===== src/rtl/mario_motion.sv =====
// mario_motion: player-character motion stage.
// Turns button levels into the character's world position and the camera
// scroll offset. Everything advances on a one-cycle frame_tick, apart from
// death, which freezes the character on any cycle until reset.
// Ports:
//   sys_clk, RST_N            clock, async active-low reset
//   frame_tick                one-cycle motion-advance strobe
//   btn_left/right/jump       button levels (synchronous to sys_clk)
//   death                     kill request from the enemy blocks
//   char_X, char_Y            character world position (left / top edge)
//   bg_pos                    camera world X
//   airborne, dead            status flags (registered)
module mario_motion #(
  parameter int START_X   = 20,
  parameter int GROUND_Y  = 80,
  parameter int JUMP_H    = 30,
  parameter int SCROLL_X  = 100,
  parameter int WORLD_MAX = 1000,
  parameter int SCREEN_W  = 320
) (
  input  logic       sys_clk,
  input  logic       RST_N,
  input  logic       frame_tick,
  input  logic       btn_left,
  input  logic       btn_right,
  input  logic       btn_jump,
  input  logic       death,
  output logic [9:0] char_X,
  output logic [9:0] char_Y,
  output logic [9:0] bg_pos,
  output logic       airborne,
  output logic       dead
);
  localparam logic [9:0]  X0    = 10'(START_X);
  localparam logic [9:0]  GY    = 10'(GROUND_Y);
  localparam logic [9:0]  JH    = 10'(JUMP_H);
  localparam logic [9:0]  SCR   = 10'(SCROLL_X);
  localparam logic [9:0]  XMAX  = 10'(WORLD_MAX - 12);
  localparam logic [9:0]  BGMAX = 10'(WORLD_MAX - SCREEN_W);

  typedef enum logic [1:0] {GROUND, RISE, FALL, DEAD} state_t;

  state_t     state;
  logic [9:0] rise_cnt;
  logic [9:0] nx, bg_nx, cand;

  // Next horizontal position and camera. Compares precede subtracts so
  // nothing wraps; the lower clamp uses the camera before this tick.
  always_comb begin
    nx    = char_X;
    bg_nx = bg_pos;
    cand  = '0;
    if (btn_right && !btn_left)
      nx = (char_X >= XMAX) ? XMAX : char_X + 10'd1;
    else if (btn_left && !btn_right)
      nx = (char_X > bg_pos) ? char_X - 10'd1 : bg_pos;
    if (nx < bg_pos) nx = bg_pos;
    if (nx > XMAX)   nx = XMAX;
    // 11-bit compare so bg_pos + SCROLL_X cannot overflow.
    if ({1'b0, nx} > ({1'b0, bg_pos} + {1'b0, SCR})) begin
      cand  = nx - SCR;
      bg_nx = (cand > BGMAX) ? BGMAX : cand;
    end
  end

  always_ff @(posedge sys_clk or negedge RST_N) begin
    if (!RST_N) begin
      state    <= GROUND;
      char_X   <= X0;
      char_Y   <= GY;
      bg_pos   <= '0;
      rise_cnt <= '0;
      airborne <= 1'b0;
      dead     <= 1'b0;
    end else if (state != DEAD && death) begin
      // Death wins over any tick on the same cycle; position freezes.
      state    <= DEAD;
      airborne <= 1'b0;
      dead     <= 1'b1;
    end else if (state != DEAD && frame_tick) begin
      char_X <= nx;
      bg_pos <= bg_nx;
      case (state)
        GROUND: begin
          if (btn_jump) begin
            char_Y   <= GY - 10'd1;
            rise_cnt <= 10'd1;
            airborne <= 1'b1;
            // A one-pixel jump already sits at its apex after this tick.
            state    <= (JH == 10'd1) ? FALL : RISE;
          end
        end
        RISE: begin
          char_Y   <= char_Y - 10'd1;
          rise_cnt <= rise_cnt + 10'd1;
          if (rise_cnt + 10'd1 == JH) state <= FALL;
        end
        FALL: begin
          char_Y <= char_Y + 10'd1;
          if (char_Y + 10'd1 == GY) begin
            state    <= GROUND;
            airborne <= 1'b0;
          end
        end
        default: ;
      endcase
    end
  end
endmodule


===== config.mk =====
export PLATFORM = sky130hd
export DESIGN_NAME = mario_motion
export DESIGN_NICKNAME = d
export VERILOG_FILES = /design/src/rtl/mario_motion.sv
export SDC_FILE = /design/constraint.sdc
export NUM_CORES = 1
export LEC_CHECK = 0
export CAP_MARGIN = 20
export CORE_MARGIN = 2
export CORE_UTILIZATION = 60
export CTS_CLUSTER_DIAMETER = 200
export CTS_CLUSTER_SIZE = 28
export DETAILED_ROUTE_END_ITERATION = 8
export PLACE_DENSITY = 0.82
export SLEW_MARGIN = 20
export SYNTH_ARGS = -nofsm -noshare
export SYNTH_HDL_FRONTEND = slang
export SYNTH_SLANG_ARGS = --single-unit

===== constraint.sdc =====
create_clock -name sys_clk -period 9.55 [get_ports sys_clk]
set_input_delay 1.4325 -clock sys_clk [delete_from_list [all_inputs] [get_ports sys_clk]]
set_output_delay 1.4325 -clock sys_clk [all_outputs]
set_load 0.01 [all_outputs]

=== Word-level counts from Yosys, hierarchy flattened ===
Cells that the tools add are included.

* Register bits: 44
* Input port bits: 7
* Output and inout bits: 32
* Logic and storage cells: 70

* Add/sub/neg operators: 7
* Order comparisons: 6
* Equal/unequal tests: 9
* Multiplexer cells: 22
* Bitwise operators: 1
* Reductions and logical operators: 18

{| class="wikitable"
|+ Operators by type and width
! operator !! count
|-
| $mux W10 || 9
|-
| $add A10 B1 Y10 const B || 3
|-
| $pmux W10 S3 || 1
|-
| $gt A10 B10 Y1 const B || 2
|-
| $pmux W10 S2 || 1
|-
| $sub A10 B1 Y10 const B || 2
|-
| $reduce_and A4 Y1 || 3
|-
| $add A10 B7 Y11 const B || 1
|-
| $gt A10 B11 Y1 || 1
|-
| $eq A10 B5 Y1 const B || 1
|-
| $eq A10 B7 Y1 const B || 1
|-
| $ge A10 B10 Y1 const B || 1
|-
| $gt A10 B10 Y1 || 1
|-
| $lt A10 B10 Y1 || 1
|-
| $mux W2 || 5
|-
| $sub A10 B7 Y10 const B || 1
|-
| $ne A3 B3 Y1 const B || 3
|-
| $pmux W2 S3 || 1
|-
| $reduce_bool A3 Y1 || 2
|-
| $reduce_and A5 Y1 || 1
|-
| $logic_and A1 B1 Y1 || 4
|-
| $mux W1 || 4
|-
| $ne A2 B2 Y1 const B || 2
|-
| $reduce_bool A2 Y1 || 2
|-
| other kinds (9) || 10
|}

=== Depth between registers and ports, before layout ===
Gate-level depths: netlist of run 1.

* Word-level depth: 11
* Mapped depth: 35
* Depth with buffers taken out: 30

=== Least setup slack after synthesis of run 1 ===
Ideal clock, no wire load.

* Kind: in2reg
* From: input port btn_left
* To: register bg_pos[2]
* Setup time: 0.087 ns
* Arrival: 7.206 ns
* Required time: 9.463 ns
* Slack: 2.257 ns
* Cell stages on the path: 29
* Path buffers: 3
* Cell sequence: buf_4 -> nand2b_1 -> a2bb2oi_1 -> o22ai_1 -> a211oi_1 -> ha_1 -> a21o_1 -> a21o_1 -> a221o_1 -> a221oi_1 -> nand2_1 -> buf_2 -> and2_2 -> a222oi_1 -> o21ai_2 -> inv_1 -> nor2_1 -> ha_1 -> nor2b_1 -> o21ai_0 -> nand2b_1 -> a21oi_1 -> o21ai_0 -> a221oi_1 -> o31ai_1 -> o311a_2 -> clkbuf_8 -> or2b_2 -> a22oi_1

* Longest elaborated chain between the ends: 10
* Elaborated cells on any way between the ends: 14
* Those cells by class: add/sub (1); order compare (4); mux (5); reduce/logical (4)

{| class="wikitable"
|+ Ends and longest elaborated chain
! item !! line !! RTL
|-
| start: declaration || 24 || <nowiki>input logic btn_left,</nowiki>
|-
| $logic_and A1 B1 Y1 / $logic_not A1 Y1 (equally long branches) || 55, 53 ||
|-
| $mux W10 / $logic_and A1 B1 Y1 (equally long branches) || 55, 53 ||
|-
| $mux W10 * || 53 || <nowiki>if (btn_right && !btn_left)</nowiki>
|-
| $lt A10 B10 Y1 || 57 || <nowiki>if (nx < bg_pos) nx = bg_pos;</nowiki>
|-
| $mux W10 * || 57 ||
|-
| $gt A10 B10 Y1 || 58 || <nowiki>if (nx > XMAX) nx = XMAX;</nowiki>
|-
| $mux W10 * || 58 ||
|-
| named net nx[1] || 45 || <nowiki>logic [9:0] nx, bg_nx, cand;</nowiki>
|-
| $sub A10 B7 Y10 || 61 || <nowiki>cand = nx - SCR;</nowiki>
|-
| $gt A10 B10 Y1 || 62 || <nowiki>bg_nx = (cand > BGMAX) ? BGMAX : cand;</nowiki>
|-
| $mux W10 || 62 ||
|-
| end signal: assignment || 82 || <nowiki>bg_pos <= bg_nx;</nowiki>
|-
| end: declaration || 30 || <nowiki>output logic [9:0] bg_pos,</nowiki>
|}

Mark *: on every way through the listed nets, which the timed path passes. The rest lies on a longest branch.
A chain may end at the register's enable or synchronous reset.

=== Worst setup path after layout of run 1 ===
* From: input port btn_right
* To: register bg_pos[2]

* Longest elaborated chain between the ends: 11
* Elaborated cells on any way between the ends: 14
* Those cells by class: add/sub (1); order compare (4); mux (5); reduce/logical (4)

{| class="wikitable"
|+ Ends and longest elaborated chain
! item !! line !! RTL
|-
| start: declaration || 25 || <nowiki>input logic btn_right,</nowiki>
|-
| $logic_not A1 Y1 || 55 || <nowiki>else if (btn_left && !btn_right)</nowiki>
|-
| $logic_and A1 B1 Y1 || 55 ||
|-
| $mux W10 || 55 ||
|-
| $mux W10 * || 53 ||
|-
| $lt A10 B10 Y1 || 57 ||
|-
| $mux W10 * || 57 ||
|-
| $gt A10 B10 Y1 || 58 ||
|-
| $mux W10 * || 58 ||
|-
| named net nx[1] || 45 ||
|-
| $sub A10 B7 Y10 || 61 ||
|-
| $gt A10 B10 Y1 || 62 ||
|-
| $mux W10 || 62 ||
|}

Marks and branches as above.

==> results.sh, run 1 <==
export IMPL_skew_ps=6.34
export IMPL_wirelength_um=14200
export IMPL_stdcell_area_um2=5240
export IMPL_arrival_ps=8790
export IMPL_grt_max_degree=45
export IMPL_slew_headroom_pct=40.6
export IMPL_status="complete, no violations"
export IMPL_finalNetCount=682
export IMPL_synth_edff_count=0
export IMPL_worstMarginPinSlew_ps=886
export IMPL_dp_hpwl_um=10600
export IMPL_crit_type="input port to flop"
export IMPL_netlist_area_leader_share_pct=20.9
export IMPL_setup_violations=0
export IMPL_clkTransAtPathRegs_ps=80
export IMPL_cts_tree="built"
export IMPL_final_cells=738
export IMPL_fmax_ghz=0.117
export IMPL_avgSynthCellArea_um2=7.76
export IMPL_avgViaCountPerCell=6.79
export IMPL_drcViolationCount=0
export IMPL_dpl_cell_area_um2=5140
export IMPL_synth_area_top_cells="dfrtp_1, ha_1, nand2_1"
export IMPL_cap_violations=0
export IMPL_row_count=32
export IMPL_grt_ovfl_total=0
export IMPL_fp_dieH_um=93.3
export IMPL_antenna_found_initial=0
export IMPL_synth_nets=663
export IMPL_fp_dieArea_um2=8700
export IMPL_clkLatencyLatePin_ps=290
export IMPL_whs_ps=481
export IMPL_synth_compound_gate_area_share_pct=27.8
export IMPL_muxShareOfSynthArea_pct=1.10
export IMPL_dp_cells=730
export IMPL_synth_top_family_by_area="compound AO/OA/AOI/OAI gates"
export IMPL_synthXorXnorAreaFrac_pct=4.76
export IMPL_ys_ff_latch=44
export IMPL_slowest_delay_ps=760
export IMPL_async_flop_share_pct=100
export IMPL_pin_count=39
export IMPL_drive_above_1_share_pct=6.60
export IMPL_synthSimpleGateAreaFrac_pct=25.9
export IMPL_vias=5010
export IMPL_cp_max_fo=20
export IMPL_crit_path_start_kind="input port"
export IMPL_cts_resized=0
export IMPL_die_x_um=93.3
export IMPL_diodes=0
export IMPL_cts_htree_levels=2
export IMPL_worst_ep_required_time_ps=9760
export IMPL_clockRootBuffer="clkbuf_8"
export IMPL_synth_top_flop_cell="dfrtp_1"
export IMPL_hp_class="flop to flop"
export IMPL_antenna_left=0
export IMPL_min_period_ps=8580
export IMPL_cts_setup_buffers=0
export IMPL_synth_adder_area_share_pct=10.9
export IMPL_yosys_area_top_type="dfrtp_1"
export IMPL_holdBufCountCts=0
export IMPL_critPathCaptureType="flop"
export IMPL_synthToLayoutAreaGrowth_pct=9.47
export IMPL_post_drt_wl_per_cell_um=19.3
export IMPL_drt_pass1_iterations=6
export IMPL_fin_crit_sh_pct=89.8
export IMPL_core_area_um2=7730
export IMPL_clock_path_buffers=2
export IMPL_fillers=650
export IMPL_synth_warnings=0
export IMPL_grt_pass1_vias=4549
export IMPL_rsz0062_at_grt="no"
export IMPL_grtUsageTotal_pct=33.1
export IMPL_hold_viol=0
export IMPL_seq_area_frac_synth_pct=23.1
export IMPL_place_congestion=1.03
export IMPL_tns_ps=0
export IMPL_start_util_pct=61.9
export IMPL_cts_buffers=5
export IMPL_dr_first_iter_drc_count=496
export IMPL_grt_first_pass_wirelength_um=22800
export IMPL_syn_cell_area_um2=4780
export IMPL_synth_distinct_cells=85
export IMPL_worst_path_buf_inv=3
export IMPL_syn_inst=616
export IMPL_port_buffers=38
export IMPL_final_max_slew_viol_count=0
export IMPL_critical_path_top_delay_family="compound AO/OA/AOI/OAI gates"
export IMPL_clkSinkCount=44
export IMPL_cp_slowest_cell="a211oi_1"
## worst reg2reg max path: cells and delay by family, from the launching register on
kind,cells,cell delay [ps]
simple gates,9,1910
fa+ha+maj,3,1000
flops,1,600
buf+inv,3,480
compound gates,14,3930
## layout by cell type, fill, tap and decap left out, drive strengths merged, types with 4 or more instances in the layout
cell type / netlist / final
nand2: 68 / 68
o21ai: 49 / 49
nor2: 43 / 43
ha: 40 / 40
dfrtp: 40 / 40
a21oi: 40 / 40
clkdlybuf4s50: 0 / 37
inv: 36 / 36
nand3: 30 / 30
xnor2: 19 / 19
nor3: 17 / 17
nand2b: 16 / 16
and3: 13 / 13
nand4: 11 / 11
a211oi: 10 / 10
nor4: 10 / 10
o211ai: 10 / 10
a31oi: 9 / 9
xor2: 7 / 7
a21o: 7 / 7
o31ai: 7 / 7
and2: 7 / 7
and4: 6 / 6
clkbuf: 20 / 6
o22ai: 5 / 5
nor3b: 5 / 5
nor2b: 4 / 4
o221ai: 4 / 4
dfstp: 4 / 4
buf: 9 / 4
a211o: 4 / 4
or4: 4 / 4
## metal layers
layer / up-vias / part of all wire (%) / global-route usage (%)
met5: - / 0 / 0
met4: 0 / 5.1 / 15.2
met3: 77 / 9.4 / 4.03
met2: 303 / 45 / 53.7
met1: 2282 / 40 / 44.2
li1: 2348 / - / -
## area by class of cell
class                      instances  area (um2)  area share [%]
sequential                        44        1110            21.1
clock buffer                       6        82.6            1.58
tap                              102         128            2.44
multi-input combinational        506        3370            64.4
inverter                          37         139            2.65
clock inverter                     2        10.0           0.191
timing repair buffer              41         400            7.65
## final timing paths
check / startpoint / end / slack [ps] / cells after the start
worst max-delay path: btn_right / bg_pos[2] / 970 / 27
max in group asynchronous: RST_N / char_Y[4] / 8040 / 1
worst min register to register: dead / dead / 480 / 1
worst max register to register: bg_pos[5] / bg_pos[2] / 1540 / 29
worst min-delay path: dead / dead / 480 / 1
min in group asynchronous: RST_N / char_Y[3] / 1120 / 1
## synth_stat cells (3+ instances only)
| master | instances |
|---|---|
| a22oi_1 | 3 |
| o211a_1 | 3 |
| nand3_1 | 30 |
| and4_1 | 6 |
| a211o_1 | 3 |
| xnor2_1 | 19 |
| a221oi_1 | 3 |
| a31oi_1 | 9 |
| nor4_1 | 10 |
| o211ai_1 | 10 |
| or3_1 | 3 |
| a21oi_1 | 39 |
| nand2b_1 | 16 |
| clkbuf_8 | 3 |
| nor2_1 | 41 |
| clkbuf_1 | 17 |
| and3_1 | 10 |
| nand4_1 | 11 |
| nor2b_1 | 4 |
| buf_2 | 5 |
| ha_1 | 40 |
| o221ai_1 | 4 |
| o41ai_1 | 3 |
| nor3b_1 | 5 |
| o22ai_1 | 5 |
| xor2_1 | 7 |
| nand2_1 | 68 |
| a211oi_1 | 10 |
| dfrtp_1 | 40 |
| dfstp_2 | 4 |
| and2_1 | 4 |
| o31ai_1 | 6 |
| mux2i_1 | 3 |
| o21ai_0 | 46 |
| inv_1 | 36 |
| a21o_1 | 7 |
| nor3_1 | 16 |
| a41oi_1 | 3 |
## sequential cells by signal (all words and copies together) (netlist names)
name      flops
char_X       10
airborne      1
dead          1
state         2
char_Y       10
rise_cnt     10
bg_pos       10
## stage by stage
stage / worst slack, ps / utilization [%]
after floorplan: 2260 / -
after global placement: 1030 / 66.5
after detailed placement: 834 / 66.5
after CTS: 1110 / 67.7
after global routing: 321 / 67.7
final: 972 / 67.7
## cell families after synthesis
family | count (synthesis)
compound gates | 191
xor+xnor | 26
fa+ha+maj | 42
buf+inv | 66
flops | 44
mux | 5
simple gates | 242
Power of run 1 is left out: the tool's default activity adds up to more than one toggle a clock period on the data nets, which glitch-free logic cannot reach.
==> inputs of run 2 (changes only) <==
- CORE_UTILIZATION: 60 -> 40
- DONT_BUFFER_PORTS: not set -> 1
- PLACE_DENSITY: 0.82 -> not set
==> results.sh, run 2 (synthesis gave the netlist of run 1 again) <==
export IMPL_clkTransAtPathRegs_ps=60
export IMPL_fin_crit_sh_pct=86.6
export IMPL_hold_path_depth=1
export IMPL_post_drt_wl_per_cell_um=19.6
export IMPL_cp_slowest_cell="a211oi_1"
export IMPL_die_x_um=113
export IMPL_min_delay_start="rise_cnt[9]"
export IMPL_r2r_end="bg_pos[2]"
export IMPL_slowest_delay_ps=680
export IMPL_start_util_pct=41.4
export IMPL_holdBufCountCts=0
export IMPL_finalNetCount=643
export IMPL_fmax_ghz=0.121
export IMPL_status="complete, no violations"
export IMPL_hp_class="flop to flop"
export IMPL_drt_pass1_iterations=5
export IMPL_setup_violations=0
export IMPL_arrival_ps=8460
export IMPL_drcViolationCount=0
export IMPL_skew_ps=4.60
export IMPL_critPathCapture="bg_pos[2]"
export IMPL_clkLatencyLatePin_ps=280
export IMPL_tns_ps=0
export IMPL_min_period_ps=8270
export IMPL_crit_type="flop to flop"
export IMPL_cp_max_fo=26
export IMPL_hold_viol=0
export IMPL_pin_count=39
export IMPL_worst_ep_required_time_ps=9750
export IMPL_grt_ovfl_total=0
export IMPL_final_max_slew_viol_count=0
export IMPL_grt_first_pass_wirelength_um=23200
export IMPL_clock_path_buffers=2
export IMPL_synthToLayoutAreaGrowth_pct=4.50
export IMPL_dp_hpwl_um=10900
export IMPL_ff_latch_area_um2=1110
export IMPL_diodes=0
export IMPL_vias=4730
export IMPL_fp_dieArea_um2=12800
export IMPL_core_area_um2=11600
export IMPL_grt_max_degree=45
export IMPL_cap_violations=0
export IMPL_multi_input_area_um2=3370
export IMPL_cts_buffers=5
export IMPL_fp_dieH_um=113
export IMPL_cts_resized=0
export IMPL_wirelength_um=14500
export IMPL_avgViaCountPerCell=6.39
export IMPL_final_cell_mix="nand2_1, o21ai_0, nor2_1"
export IMPL_reg2reg_depth=29
export IMPL_cts_tree="built"
export IMPL_grt_pass1_vias=4459
export IMPL_crit_start="bg_pos[3]"
export IMPL_layout_commonest_cell="nand2_1"
export IMPL_port_buffers=0
export IMPL_rrSetupSlack_ps=1280
export IMPL_fillers=1135
export IMPL_crit_path_start_kind="flop"
export IMPL_critPathCaptureType="flop"
export IMPL_cts_setup_buffers=0
export IMPL_antenna_left=0
export IMPL_rsz0062_at_grt="no"
export IMPL_slew_headroom_pct=34.8
export IMPL_place_congestion=0.968
export IMPL_r2r_start="bg_pos[3]"
export IMPL_cts_htree_levels=2
export IMPL_drive_above_1_share_pct=6.53
export IMPL_worstMarginPinSlew_ps=972
export IMPL_antenna_found_initial=0
export IMPL_clkSinkCount=44
export IMPL_grtUsageTotal_pct=22.4
export IMPL_dr_first_iter_drc_count=370
export IMPL_row_count=39
export IMPL_clockRootBuffer="clkbuf_16"
## run 2: cell count changes in the layout (fill, tap and decap cells not counted), sizes merged
cell,delta
clkdlybuf4s50,-37
clkinv,-2
bufinv,+2
buf,-2
## run 2: worst min-delay path by stage
stage,to,slack (ps)
after floorplan,rise_cnt[9],490
after global placement,rise_cnt[9],520
after detailed placement,rise_cnt[9],520
after CTS,rise_cnt[9],530
after global routing,rise_cnt[9],560
final,rise_cnt[9],530
## run 2: metal layers
layer  GRT usage, %  vias to the layer above  wire [um]
li1               -                     2282          -
met1           28.6                     2224       6070
met2           37.8                      187       6940
met3           3.96                       37       1100
met4           8.54                        0        408
met5              0                        -          0
## run 2: cell type report
type	instances	share of cell area, %
Timing Repair Buffer	2	0.300
Tap cell	143	3.58
Inverter	37	2.78
Multi-Input combinational cell	506	67.4
Clock buffer	6	2.58
Sequential cell	44	22.1
Clock inverter	2	1.20
## run 2: per-stage QoR
stage | std cells | hold WS, ps | worst slack, ps | util (%) | area [um2]
4_1_cts | 740 | 535 | 1440 | 43.2 | 5000
6_report | 740 | 532 | 1280 | 43.2 | 5000
2_1_floorplan | 616 | 490 | 2260 | - | 4780
3_3_place_gp | 732 | 516 | 1500 | 41.6 | 4810
3_5_place_dp | 732 | 517 | 1290 | 41.6 | 4810
5_1_grt | 740 | 558 | 702 | 43.2 | 5000
## run 2: critical path, delay by kind of cell (launching register included)
kind            cells  cell delay (ps)
buf+inv             3              490
flops               1              600
fa+ha+maj           3              990
simple gates        9             2110
compound gates     14             3980
Power of run 2 is left out for the same reason.
